## src/rtl/stall_control_block_if.sv

```systemverilog
// Decode-to-stall-control bundle: opcode in, stall requests out.
// The master is the decode side; the slave is the stall generator.
interface stall_control_block_if;
    logic [5:0] op;
    logic       stall;
    logic       stall_pm;

    modport master (
        output op,
        input  stall,
        input  stall_pm
    );

    modport slave (
        input  op,
        output stall,
        output stall_pm
    );
endinterface

```

## src/rtl/stall_control_block.sv

```systemverilog
// Hazard stall generator: halt holds, load gives one bubble, jump two.
// stall_pm is stall delayed one clock to gate program-memory fetch.
module stall_control_block #(
    parameter logic [5:0] OP_HLT = 6'b010001,
    parameter logic [5:0] OP_LD  = 6'b010100,
    parameter logic [5:0] OP_JMP = 6'b011110
) (
    input logic                  clk,
    input logic                  reset,
    stall_control_block_if.slave sc
);

    logic is_hlt;
    logic is_ld;
    logic is_jmp;
    logic stall_c;

    logic ld_q, ld_d;
    logic j1_q, j1_d;
    logic j2_q, j2_d;
    logic pm_q, pm_d;

    always_comb begin
        is_hlt  = (sc.op == OP_HLT);
        is_ld   = (sc.op == OP_LD);
        is_jmp  = (sc.op == OP_JMP);
        // History flops suppress re-trigger while the opcode is held
        stall_c = reset & (is_hlt
                         | (is_ld & ~ld_q)
                         | (is_jmp & ~j2_q));
        ld_d    = is_ld;
        j1_d    = is_jmp;
        j2_d    = j1_q;
        pm_d    = stall_c;
    end

    always_ff @(posedge clk or negedge reset) begin
        if (!reset) begin
            ld_q <= 1'b0;
            j1_q <= 1'b0;
            j2_q <= 1'b0;
            pm_q <= 1'b0;
        end else begin
            ld_q <= ld_d;
            j1_q <= j1_d;
            j2_q <= j2_d;
            pm_q <= pm_d;
        end
    end

    assign sc.stall    = stall_c;
    assign sc.stall_pm = reset & pm_q;

endmodule

```

## src/flat_wrapper.sv

```systemverilog
// flat-port wrapper written by rule: the top's interface ports become plain ports
module stall_control_block_flat 
#(
    parameter logic [5:0] OP_HLT = 6'b010001,
    parameter logic [5:0] OP_LD  = 6'b010100,
    parameter logic [5:0] OP_JMP = 6'b011110
)
  (clk, reset, sc_op, sc_stall, sc_stall_pm);
  stall_control_block_if sc_i ();
  input logic clk;
  input logic reset;
  input wire logic [$bits(sc_i.op)-1:0] sc_op;
  output wire logic [$bits(sc_i.stall)-1:0] sc_stall;
  output wire logic [$bits(sc_i.stall_pm)-1:0] sc_stall_pm;
  assign sc_i.op = sc_op;
  assign sc_stall = sc_i.stall;
  assign sc_stall_pm = sc_i.stall_pm;
  stall_control_block #(.OP_HLT(OP_HLT), .OP_LD(OP_LD), .OP_JMP(OP_JMP)) u_core (.clk(clk), .reset(reset), .sc(sc_i));
endmodule
```

## config.mk

```make
export PLATFORM = sky130hd
export DESIGN_NAME = stall_control_block_flat
export DESIGN_NICKNAME = d
export VERILOG_FILES = /design/src/rtl/stall_control_block_if.sv /design/src/rtl/stall_control_block.sv /design/src/flat_wrapper.sv
export SDC_FILE = /design/constraint.sdc
export NUM_CORES = 1
export LEC_CHECK = 0
export ABC_AREA = 1
export CAP_MARGIN = 30
export CELL_PAD_IN_SITES_DETAIL_PLACEMENT = 0
export CELL_PAD_IN_SITES_GLOBAL_PLACEMENT = 2
export CORE_AREA = 2 2 39 41
export DETAILED_ROUTE_END_ITERATION = 16
export DIE_AREA = 0 0 41 43
export DONT_BUFFER_PORTS = 1
export PLACE_DENSITY_LB_ADDON = 0.1
export SLEW_MARGIN = 40
export SYNTH_ARGS = -nofsm -noshare
export SYNTH_HDL_FRONTEND = slang
export SYNTH_SLANG_ARGS = --single-unit
```

## constraint.sdc

```tcl
create_clock -name clk -period 0.8 [get_ports clk]
set_input_delay 0.08 -clock clk [delete_from_list [all_inputs] [get_ports clk]]
set_output_delay 0.08 -clock clk [all_outputs]
set_load 0.01 [all_outputs]
```

Yosys cells after proc, flatten, opt, wreduce, memory -nomap -nowiden

Index checks and enable logic that the tools add are counted.

Register bits after elaboration: 4
Latch bits: 0
Input port bits: 8
RAM bits: 0
Memories: 0
Output and inout port bits: 2
Memory bits (read-only): 0

Order comparisons: 0
Multipliers: 0
Muxes and demuxes: 0
Div/mod/pow operators: 0
Equality and inequality tests: 3
Shift operators: 0
Reductions and logical operators: 0
Add/subtract/negate cells: 0
Bitwise logic cells: 8

Operators by type and width:

| cell                                                             | number |
|---|---|
| 6-bit by 5-bit == test with 1-bit output (second input constant) | 3 |
| 1-bit bitwise AND                                                | 4 |
| 1-bit inverter                                                   | 2 |
| 1-bit OR                                                         | 2 |

Logic depth before layout (Yosys ltp)

Gate-level depths: netlist (run 1).

Word-level depth: 5
Depth in mapped cells: 7
Gate-level depth less buffers: 7

Worst setup path after synthesis (run 1)

No wires, ideal clock.

Path kind: register to register
Start: register u_core.j2_q
End: register u_core.pm_q
Data arrival time: 648 ps
Setup slack: 70 ps
Stages on the path, launching flop included: 6
Setup time: 81 ps
Buffers on the path: 0
Path through: dfrtp_1 > inv_1 > nand3_1 > nand3_1 > nand2_1 > inv_1

Longest elaborated chain between the ends: 4

Ends and longest elaborated chain:

| element                | RTL line                  | source |
|---|---|---|
| start, declared        | stall_control_block.sv:20 | `logic j2_q, j2_d;` |
| start signal, assigned | stall_control_block.sv:46 | `j2_q <= j2_d;` |
| 1-bit inverter         | stall_control_block.sv:30 | `\| (is_jmp & ~j2_q));` |
| 1-bit bitwise AND      | stall_control_block.sv:30 |  |
| 1-bit OR               | stall_control_block.sv:30 |  |
| 1-bit bitwise AND      | stall_control_block.sv:28 | `stall_c = reset & (is_hlt` |
| named net sc_stall     | flat_wrapper.sv:13        | `output wire logic [$bits(sc_i.stall)-1:0] sc_stall;` |
| end signal, assigned   | stall_control_block.sv:47 | `pm_q <= pm_d;` |
| end, declared          | stall_control_block.sv:21 | `logic pm_q, pm_d;` |

The timed path passes the listed nets, and every way through them passes these cells.

Worst setup path after layout (run 1)

Start: register u_core.j2_q
End: output sc_stall

Longest elaborated chain between the ends: 4

Ends and longest elaborated chain:

| element           | RTL line |
|---|---|
| 1-bit inverter    | stall_control_block.sv:30 |
| 1-bit bitwise AND | stall_control_block.sv:30 |
| 1-bit OR          | stall_control_block.sv:30 |
| 1-bit bitwise AND | stall_control_block.sv:28 |
| end, declared     | flat_wrapper.sv:13 |

Every way passes these cells.

==> PnR_summary.wiki, run 1 <==
{| class="wikitable"
! Metric !! Value
|-
| Share of post-route cells with drive strength above 1 || 29.4%
|-
| Launch point of the worst reg-to-reg path || u_core.j2_q
|-
| Count of buffers from port buffering || 0
|-
| Maximum fanout along the worst path || 2
|-
| Required time worst endpoint || 0.72 ns
|-
| Worst hold path endpoint || u_core.pm_q
|-
| TritonCTS buffer count || 3
|-
| Library cell used as clock root buffer || sky130_fd_sc_hd__clkbuf_4
|-
| Total placed instance area || 215 sq um
|-
| Cells after synthesis || 27
|-
| Power per standard cell area || 1660 mW/mm^2
|-
| Leakage || 0.152 nW
|-
| Share of the clock period used by the worst path after layout || 124%
|-
| Run status || finished with violations
|-
| Worst-Skew Late Latency || 0.23 ns
|-
| Total global routing overflow || 0
|-
| Count of vias placed by the detailed router || 191
|-
| Seq/Total Area, Yosys || 51.3%
|-
| Iteration count of the initial detailed-routing pass || 2
|-
| Busiest layer in global routing || met4
|-
| # H-tree levels || 1
|-
| Final Cell Area || 300 sq um
|-
| Post-route setup slack || -0.195 ns
|-
| Number of pins exceeding their max-slew limit in the final report || 0
|-
| Initial core utilization || 14.1%
|-
| Number of remaining DRC errors || 0
|-
| Nets || 44
|-
| Largest net degree at the start of global routing || 5
|-
| Post-DRT Antenna Nets || 0
|-
| Yosys warns || 0
|-
| Die Span Y || 43 um
|-
| Buffers inserted by post-CTS timing repair || 0
|-
| DRT Wirelength || 487 um
|-
| Horizontal die dimension || 41 um
|-
| WS Path Type || flip-flop to output port
|-
| Slew at the pin closest to its max-slew limit || 0.237 ns
|-
| First-pass GRT wire length || 821 um
|-
| Layout area overhead || 53.8%
|-
| Startpoint of the most critical hold path || reset
|-
| Pre-CTS WS || 0.00489 ns
|-
| Max-cap check violation count || 0
|-
| Worst min-delay path class || primary input to flip-flop
|-
| Worst slew margin || 84.0%
|-
| Clock transition at the register clock pins on the worst setup and hold paths after CTS || 0.04 ns
|-
| Critical R2R Capture || u_core.pm_q
|-
| Core ar. || 0.00138 sq mm
|-
| Via count of the first global-routing pass || 195
|-
| Setup slack of the worst register-to-register path || 0.05 ns
|-
| Crit end category || output port
|-
| Arrival time at the worst endpoint || 0.92 ns
|-
| I/O pin count || 10
|-
| Mean area per synthesized cell || 7.23 sq um
|-
| Violations in the final reports || hold timing, setup timing
|-
| Tightest hold margin || -0.0263 ns
|-
| Violation count after the first detailed-route iteration || 1
|-
| Overall global routing resource usage || 7.94%
|-
| FF+latch count, synth || 4
|-
| CTS Buffer Depth || 2
|-
| Number of hold violations in the final report || 1
|-
| Global-route track usage on met2 || 8.75%
|-
| Synthesized cell area || 195 sq um
|-
| Number of rows created at floorplan || 14
|-
| Critical path startpoint category || flip-flop
|-
| M1 GR Usage || 8.06%
|-
| Net count of the mapped netlist || 35
|-
| Routed via count divided by cell count || 3.82
|-
| Final count of negative-setup-slack endpoints || 1
|-
| Post-route clock skew || 0.000788 ns
|-
| Gp weighted congestion || 0.632
|-
| Initial antenna violation count || 0
|-
| Final critical-path required period || 0.995 ns
|-
| Worst Hold Path Cells || 2
|-
| Unique cell type count in the Yosys netlist || 7
|-
| TritonCTS clock tree || built
|-
| Area enclosed by the die boundary || 0.00176 sq mm
|-
| CTS sink cnt || 4
|-
| RSZ-0062 raised after global routing || true
|-
| Fmax || 1000 MHz
|-
| Mean routed wirelength per cell || 9.74 um
|-
| R2r worst-path depth || 5
|-
| Met3 capacity usage during global routing || 4.19%
|-
| ANT cells || 0
|-
| Fill cell instance count of the final layout || 165
|-
| Worst supply voltage drop on vdd || 0.363 mV
|}
## cell type report
type	count	area, sq um	area share (%)
clock buffer	3	22.5	7.50
inverter	7	26.3	8.75
multi-input combinational	16	91.3	30.4
sequential	4	100	33.3
tap	16	20.0	6.67
timing repair buffer	4	40.0	13.3
## through the flow
step / TNS [ns] / power, W / util (%) / std cells
after floorplan: 0 / 0.000228 / - / 27
after global placement: -0.00121 / 0.000234 / 15.6 / 43
after detailed placement: 0 / 0.000233 / 15.6 / 43
after CTS: -0.216 / 0.000501 / 18.6 / 48
after global routing: -0.315 / 0.000544 / 21.7 / 50
final: -0.195 / 0.000498 / 21.7 / 50
## worst max path at each step
stage,startpoint,endpoint
after global routing,u_core.ld_q,sc_stall
after global placement,u_core.ld_q,u_core.pm_q
after detailed placement,u_core.j2_q,u_core.pm_q
final,u_core.j2_q,sc_stall
after floorplan,u_core.j2_q,u_core.pm_q
after CTS,u_core.ld_q,sc_stall
## cells by family (layout without fill, tap and decap cells)
group         after synthesis  count (layout)  share of synthesized area, %
simple gates               16              16                          35.3
buf+inv                     7              14                          13.5
flops                       4               4                          51.3
## cells in the final DEF, fill, tap and decap left out
| master | synthesis | layout |
|---|---|---|
| sky130_fd_sc_hd__nor4_1 | 1 | 1 |
| sky130_fd_sc_hd__nand2_2 | 0 | 1 |
| sky130_fd_sc_hd__dfrtp_1 | 4 | 4 |
| sky130_fd_sc_hd__inv_1 | 7 | 5 |
| sky130_fd_sc_hd__inv_2 | 0 | 2 |
| sky130_fd_sc_hd__nor3_2 | 0 | 1 |
| sky130_fd_sc_hd__nand3_1 | 4 | 1 |
| sky130_fd_sc_hd__nand2_1 | 6 | 5 |
| sky130_fd_sc_hd__clkbuf_4 | 0 | 3 |
| sky130_fd_sc_hd__dlygate4sd3_1 | 0 | 4 |
| sky130_fd_sc_hd__nor2_1 | 4 | 4 |
| sky130_fd_sc_hd__nand3_2 | 0 | 3 |
## sequential cells by signal (all words and copies together) (netlist names)
signal       count
u_core.ld_q      1
u_core.pm_q      1
u_core.j2_q      1
u_core.j1_q      1
## layer usage
layer  share of wire [%]  vias up  wire length (um)
li1                    -       96                 -
met1                  38       84               185
met2                  48        9               234
met3                  11        2                54
met4                 2.5        0                12
met5                   0        -                 0
## power by group
part | switching (W) | leakage, nW | internal (W) | total (W)
Combinational | 0.0000252 | 0.0827 | 0.0000215 | 0.0000468
Clock | 0.0000775 | 0.0138 | 0.000167 | 0.000245
Sequential | 0.000000555 | 0.0556 | 0.000206 | 0.000206
## critical path, cell delays in order, from the launching register on
cell	delay [ns]
sky130_fd_sc_hd__dfrtp_1	0.35
sky130_fd_sc_hd__inv_1	0.06
sky130_fd_sc_hd__nand3_2	0.07
sky130_fd_sc_hd__nand3_2	0.08
sky130_fd_sc_hd__nand2_2	0.05
sky130_fd_sc_hd__inv_2	0.07
## synth_stat cells
master / n / area share, %
sky130_fd_sc_hd__nand3_1: 4 / 10
sky130_fd_sc_hd__nor4_1: 1 / 3.2
sky130_fd_sc_hd__nor3_1: 1 / 2.6
sky130_fd_sc_hd__dfrtp_1: 4 / 51
sky130_fd_sc_hd__nor2_1: 4 / 7.7
sky130_fd_sc_hd__inv_1: 7 / 13
sky130_fd_sc_hd__nand2_1: 6 / 12
## repair_timing
item | in CTS | in global routing
gates resized for setup | 1 | 6
hold endpoints to repair | 6 | 2
hold buffers | 2 | 2
endpoints found under the setup margin | 2 | 4
pin swaps | 1 | 3
(Power assumes the default switching activity.)
==> inputs of run 2 (changes only) <==
- CTS_CLUSTER_SIZE: unset -> 30
- SETUP_SLACK_MARGIN: unset -> 0.05
==> PnR_summary.wiki, run 2 (same netlist as run 1, synthesis figures left out) <==
{| class="wikitable"
! Metric !! Value
|-
| Run status || finished with violations (unchanged)
|-
| Violations in the final reports || hold timing, setup timing (unchanged)
|-
| Tightest hold margin || -0.0774 ns (was -0.0263 ns)
|-
| Violation count after the first detailed-route iteration || 5 (was 1)
|-
| Arrival time at the worst endpoint || 0.91 ns (was 0.92 ns)
|-
| WS Path Type || flip-flop to output port (unchanged)
|-
| Worst min-delay path class || primary input to flip-flop (unchanged)
|-
| Power Internal || 0.000385 W (was 0.000395 W)
|-
| Largest net degree at the start of global routing || 5 (unchanged)
|-
| Initial antenna violation count || 0 (unchanged)
|-
| Total global routing overflow || 0 (unchanged)
|-
| Post-route clock skew || 0.000787 ns (was 0.000788 ns)
|-
| Count of buffers from port buffering || 0 (unchanged)
|-
| Number of rows created at floorplan || 14 (unchanged)
|-
| Pre-CTS WS || 0.00489 ns (unchanged)
|-
| Clock group share of total power || 50.5% (was 49.2%)
|-
| Horizontal die dimension || 41 um (unchanged)
|-
| First-pass GRT wire length || 807 um (was 821 um)
|-
| # H-tree levels || 1 (unchanged)
|-
| Die Span Y || 43 um (unchanged)
|-
| Fill cell instance count of the final layout || 168 (was 165)
|-
| Mean routed wirelength per cell || 9.98 um (was 9.74 um)
|-
| Count of vias placed by the detailed router || 175 (was 191)
|-
| Number of hold violations in the final report || 2 (was 1)
|-
| Worst slew margin || 83.1% (was 84.0%)
|-
| Final critical-path required period || 0.995 ns (about the same)
|-
| Library cell used as clock root buffer || sky130_fd_sc_hd__clkbuf_4 (unchanged)
|-
| Critical path startpoint category || flip-flop (unchanged)
|-
| Slew at the pin closest to its max-slew limit || 0.251 ns (was 0.237 ns)
|-
| Nets || 41 (was 44)
|-
| Share of the clock period used by the worst path after layout || 124% (about the same)
|-
| Initial core utilization || 14.1% (unchanged)
|-
| Fmax || 1010 MHz (was 1000 MHz)
|-
| Routed via count divided by cell count || 3.72 (was 3.82)
|-
| Switching part of the total power || 20.7% (about the same)
|-
| Final count of negative-setup-slack endpoints || 1 (unchanged)
|-
| Via count of the first global-routing pass || 193 (was 195)
|-
| Crit end category || output port (unchanged)
|-
| Post-route core utilization || 19.2% (was 21.7%)
|-
| Share of post-route cells with drive strength above 1 || 29.0% (was 29.4%)
|-
| Post-route non-filler standard cell count || 47 (was 50)
|-
| Core ar. || 0.00138 sq mm (unchanged)
|-
| Power after layout || 0.000485 W (was 0.000498 W)
|-
| TritonCTS buffer count || 3 (unchanged)
|-
| Required time worst endpoint || 0.72 ns (about the same)
|-
| Reg power frac || 42.5% (was 41.4%)
|-
| Leakage || 0.141 nW (was 0.152 nW)
|-
| Power share of the combinational group || 7.0% (was 9.4%)
|-
| Post-DRT Antenna Nets || 0 (unchanged)
|-
| Gp weighted congestion || 0.632 (unchanged)
|-
| Iteration count of the initial detailed-routing pass || 2 (unchanged)
|-
| I/O pin count || 10 (unchanged)
|-
| Number of remaining DRC errors || 0 (unchanged)
|-
| ANT cells || 0 (unchanged)
|-
| DRT Wirelength || 469 um (was 487 um)
|-
| CTS sink cnt || 4 (unchanged)
|-
| Post-route setup slack || -0.195 ns (about the same)
|-
| Clock transition at the register clock pins on the worst setup and hold paths after CTS || 0.04 ns (about the same)
|-
| Area enclosed by the die boundary || 0.00176 sq mm (unchanged)
|-
| Dpl cells || 43 (unchanged)
|-
| Worst-Skew Late Latency || 0.23 ns (about the same)
|-
| Buffers inserted by post-CTS timing repair || 0 (unchanged)
|-
| RSZ-0062 raised after global routing || true (unchanged)
|-
| Most used cells in the layout excluding fill and tap cells || 5 x sky130_fd_sc_hd__inv_1, 5 x sky130_fd_sc_hd__nand2_1, 4 x sky130_fd_sc_hd__nor2_1, 4 x sky130_fd_sc_hd__dfrtp_1 (was 5 x sky130_fd_sc_hd__inv_1, 5 x sky130_fd_sc_hd__nand2_1, 4 x sky130_fd_sc_hd__nor2_1, 4 x sky130_fd_sc_hd__dlygate4sd3_1, 4 x sky130_fd_sc_hd__dfrtp_1)
|-
| Number of pins exceeding their max-slew limit in the final report || 0 (unchanged)
|-
| Layout area overhead || 35.9% (was 53.8%)
|-
| Overall global routing resource usage || 7.84% (was 7.94%)
|-
| Cts-stage hold buffer count || 1 (was 2)
|-
| Worst supply voltage drop on vdd || 0.357 mV (was 0.363 mV)
|-
| Switching Power || 0.000100 W (was 0.000103 W)
|-
| Power per standard cell area || 1830 mW/mm^2 (was 1660 mW/mm^2)
|-
| TritonCTS clock tree || built (unchanged)
|-
| CTS Buffer Depth || 2 (unchanged)
|-
| Max-cap check violation count || 0 (unchanged)
|-
| Maximum fanout along the worst path || 2 (unchanged)
|}
## run 2: cell count changes in the layout (fill, tap and decap cells not counted)
cell,before,now
sky130_fd_sc_hd__dlygate4sd3_1,4,1
sky130_fd_sc_hd__nor3_2,1,0
sky130_fd_sc_hd__nor3_1,0,1
## run 2: stage by stage
step | TNS (ns) | instance area (sq um)
5_1_grt | -0.315 | 265
3_3_place_gp | -0.00121 | 215
4_1_cts | -0.216 | 248
2_1_floorplan | 0 | 195
6_report | -0.195 | 265
3_5_place_dp | 0 | 215
## run 2: worst max-delay path: stages, from the launching register on
cell	delay, ns
sky130_fd_sc_hd__dfrtp_1	0.35
sky130_fd_sc_hd__inv_1	0.06
sky130_fd_sc_hd__nand3_2	0.07
sky130_fd_sc_hd__nand3_2	0.08
sky130_fd_sc_hd__nand2_2	0.05
sky130_fd_sc_hd__inv_2	0.07
## run 2: power groups by stage
stage                     registers, W  clock network (W)  logic [W]
after global placement        0.000209                  0  0.0000247
after floorplan               0.000209                  0  0.0000197
after detailed placement      0.000209                  0  0.0000237
after global routing          0.000206           0.000284  0.0000399
final                         0.000206           0.000245  0.0000341
after CTS                     0.000206           0.000259  0.0000322
## run 2: area by class of cell
class                           instances  area, sq um  area share (%)
Multi-Input combinational cell         16         86.3            32.5
Tap cell                               16         20.0            7.55
Clock buffer                            3         22.5            8.49
Timing Repair Buffer                    1         10.0            3.77
Inverter                                7         26.3            9.91
Sequential cell                         4          100            37.7
## run 2: what timing repair did
action / 4_1_cts / 5_1_grt
hold endpoints to repair: 6 / 2
pin swaps: 2 / 2
resized for setup: 2 / 4
setup endpoints to repair: 3 / 3
## run 2: worst paths after layout
path                              from          end  slack, ns  cells after the start
setup / recovery           u_core.j2_q     sc_stall      -0.19                      5
hold / removal                sc_op[1]  u_core.ld_q      -0.08                      1
setup reg to reg           u_core.j2_q  u_core.pm_q       0.05                      5
hold reg to reg            u_core.j1_q  u_core.j2_q       0.35                      0
max in group asynchronous        reset  u_core.j1_q       0.48                      1
min in group asynchronous        reset  u_core.pm_q       0.13                      1
## run 2: metal layers
metal	routed length [um]	global-route usage [%]
met1	182	7.74
met2	217	8.75
met3	56	4.19
met4	12	12.0
met5	0	0
==> inputs of run 3 (changes only) <==
- CORE_AREA: 2 2 39 41 -> 8 8 45 47
- DIE_AREA: 0 0 41 43 -> 0 0 53 55
==> PnR_summary.wiki, run 3 (same netlist as run 1, synthesis figures left out) <==
{| class="wikitable"
! Metric !! Value
|-
| Total global routing overflow || 0 (unchanged)
|-
| Critical path startpoint category || flip-flop (unchanged)
|-
| Tightest hold margin || -0.460 ns (was -0.0774 ns)
|-
| Worst min-delay path class || primary input to asynchronous set/reset pin (was primary input to flip-flop)
|-
| Area of combinational cells with multiple inputs || 81.3 sq um (was 86.3 sq um)
|-
| Required time worst endpoint || 0.72 ns (about the same)
|-
| Post-DRT Antenna Nets || 0 (unchanged)
|-
| Max-cap check violation count || 0 (unchanged)
|-
| Crit path largest cell delay || 0.36 ns (was 0.35 ns)
|-
| Routed via count divided by cell count || 3.96 (was 3.72)
|-
| Share of post-route cells with drive strength above 1 || 25.0% (was 29.0%)
|-
| Leakage || 0.148 nW (was 0.141 nW)
|-
| Mean routed wirelength per cell || 11.5 um (was 9.98 um)
|-
| Initial core utilization || 14.1% (unchanged)
|-
| Post-route setup slack || -0.215 ns (was -0.195 ns)
|-
| Crit end category || output port (unchanged)
|-
| TritonCTS buffer count || 3 (unchanged)
|-
| RSZ-0062 raised after global routing || true (unchanged)
|-
| Final Cell Area || 273 sq um (was 265 sq um)
|-
| Horizontal die dimension || 53 um (was 41 um)
|-
| Power per standard cell area || 1810 mW/mm^2 (was 1830 mW/mm^2)
|-
| Buffers inserted by post-CTS timing repair || 0 (unchanged)
|-
| Critical-path cell with the highest stage delay || sky130_fd_sc_hd__dfrtp_1 (unchanged)
|-
| Reg power frac || 41.8% (was 42.5%)
|-
| Total placed instance area || 215 sq um (unchanged)
|-
| Count of vias placed by the detailed router || 190 (was 175)
|-
| Number of hold violations in the final report || 6 (was 2)
|-
| Number of remaining DRC errors || 0 (unchanged)
|-
| Layout area overhead || 39.7% (was 35.9%)
|-
| CTS Buffer Depth || 2 (unchanged)
|-
| ANT cells || 0 (unchanged)
|-
| Violations in the final reports || hold timing, setup timing (unchanged)
|-
| Number of pins exceeding their max-slew limit in the final report || 0 (unchanged)
|-
| FF+latch area || 100 sq um (unchanged)
|-
| Cts-stage hold buffer count || 2 (was 1)
|-
| Clock transition at the register clock pins on the worst setup and hold paths after CTS || 0.04 ns (about the same)
|-
| Iteration count of the initial detailed-routing pass || 2 (unchanged)
|-
| Final count of negative-setup-slack endpoints || 1 (unchanged)
|-
| Gp weighted congestion || 0.622 (was 0.632)
|-
| Switching part of the total power || 21.1% (was 20.7%)
|-
| DRT Wirelength || 553 um (was 469 um)
|-
| Library cell used as clock root buffer || sky130_fd_sc_hd__clkbuf_4 (unchanged)
|-
| Share of the clock period used by the worst path after layout || 127% (was 124%)
|-
| CTS sink cnt || 4 (unchanged)
|-
| Power Internal || 0.000389 W (was 0.000385 W)
|-
| Final critical-path required period || 1.02 ns (was 0.995 ns)
|-
| Violation count after the first detailed-route iteration || 2 (was 5)
|-
| WS Path Type || flip-flop to output port (unchanged)
|-
| Initial antenna violation count || 0 (unchanged)
|-
| Switching Power || 0.000104 W (was 0.000100 W)
|-
| Run status || finished with violations (unchanged)
|-
| TritonCTS clock tree || built (unchanged)
|-
| Fill cell instance count of the final layout || 166 (was 168)
|-
| Worst slew margin || 84.3% (was 83.1%)
|-
| Maximum fanout along the worst path || 2 (unchanged)
|-
| # H-tree levels || 1 (unchanged)
|-
| Worst-Skew Late Latency || 0.23 ns (about the same)
|-
| Setup slack of the worst register-to-register path || 0.03 ns (was 0.05 ns)
|-
| Largest net degree at the start of global routing || 7 (was 5)
|-
| Area enclosed by the die boundary || 0.00292 sq mm (was 0.00176 sq mm)
|-
| Overall global routing resource usage || 4.82% (was 7.84%)
|-
| Most used cells in the layout excluding fill and tap cells || 5 x sky130_fd_sc_hd__inv_1, 5 x sky130_fd_sc_hd__nand2_1, 4 x sky130_fd_sc_hd__nor2_1, 4 x sky130_fd_sc_hd__dfrtp_1, 3 x sky130_fd_sc_hd__clkbuf_4 (was 5 x sky130_fd_sc_hd__inv_1, 5 x sky130_fd_sc_hd__nand2_1, 4 x sky130_fd_sc_hd__nor2_1, 4 x sky130_fd_sc_hd__dfrtp_1)
|-
| First-pass GRT wire length || 890 um (was 807 um)
|-
| Die Span Y || 55 um (was 43 um)
|-
| Nets || 42 (was 41)
|-
| Fmax || 985 MHz (was 1010 MHz)
|-
| Slew at the pin closest to its max-slew limit || 0.234 ns (was 0.251 ns)
|-
| I/O pin count || 10 (unchanged)
|-
| Arrival time at the worst endpoint || 0.94 ns (was 0.91 ns)
|-
| CP Cell Sequence || inv_1 -> nand3_2 -> nand3_2 -> nand2_2 -> inv_2 (unchanged)
|-
| Via count of the first global-routing pass || 204 (was 193)
|-
| Post-route clock skew || 0.00257 ns (was 0.000787 ns)
|-
| Worst supply voltage drop on vdd || 0.389 mV (was 0.357 mV)
|-
| Power share of the combinational group || 7.0% (about the same)
|-
| Clock group share of total power || 51.1% (was 50.5%)
|-
| Core ar. || 0.00138 sq mm (unchanged)
|-
| Count of buffers from port buffering || 0 (unchanged)
|-
| Number of rows created at floorplan || 14 (unchanged)
|-
| Most frequent cell on the critical path || sky130_fd_sc_hd__nand3_2 (unchanged)
|-
| HPWL after DPL || 433 um
|}
==> run 3: changes by cell type in the layout (fill, tap and decap cells not counted) <==
cell / change
sky130_fd_sc_hd__dlymetal6s4s_1: +1
sky130_fd_sc_hd__nand3_1: +1
sky130_fd_sc_hd__nand3_2: -1
==> run 3: critical path: cells and delay by family (launching register included) <==
family | cells | cell delay [ns]
flip-flops | 1 | 0.36
buffers and inverters | 2 | 0.13
AND/OR/NAND/NOR | 3 | 0.21
==> run 3: worst paths after layout <==
kind | start | end | cells past startpoint
setup / recovery | u_core.j2_q | sc_stall | 5
hold / removal | reset | u_core.j2_q | 0
setup reg to reg | u_core.j2_q | u_core.pm_q | 5
hold reg to reg | u_core.j1_q | u_core.j2_q | 0
max in group asynchronous | reset | u_core.ld_q | 0
min in group clk | sc_op[1] | u_core.ld_q | 1
==> run 3: stage by stage <==
stage | setup TNS (ns) | setup WS [ns] | cells | utilization [%] | power (W)
3_5_place_dp | -0.0243 | -0.0165 | 43 | 15.6 | 0.000233
2_1_floorplan | 0 | 0.0704 | 27 | - | 0.000228
4_1_cts | -0.249 | -0.243 | 48 | 18.6 | 0.000510
6_report | -0.215 | -0.215 | 48 | 19.7 | 0.000493
3_3_place_gp | -0.0226 | -0.0155 | 43 | 15.6 | 0.000233
5_1_grt | -0.309 | -0.271 | 48 | 19.7 | 0.000541
==> run 3: layout make-up <==
cell class,instances,area share (%)
well taps,16,7.34
flip-flops and latches,4,36.7
repair buffers,2,8.26
clock buffers,3,8.26
inverters,7,9.63
multi-input cells,16,29.8
==> run 3: per-layer routing <==
metal | vias up | track usage, % | wire length [um]
li1 | 94 | - | -
met1 | 83 | 3.97 | 179
met2 | 11 | 6.45 | 256
met3 | 2 | 6.15 | 111
met4 | 0 | 2.59 | 5
met5 | - | 0 | 0
==> run 3: power groups by stage <==
stage	sequential, W	combinational, W	clock (W)
2_1_floorplan	0.000209	0.0000197	0
3_3_place_gp	0.000209	0.0000246	0
3_5_place_dp	0.000209	0.0000237	0
4_1_cts	0.000206	0.0000316	0.000272
5_1_grt	0.000206	0.0000388	0.000296
6_report	0.000206	0.0000347	0.000252
==> run 3: repair_timing <==
item	CTS	global route
setup endpoints to repair	3	4
endpoints found under the hold margin	7	6
pin swaps	2	3
gates resized for setup	2	4
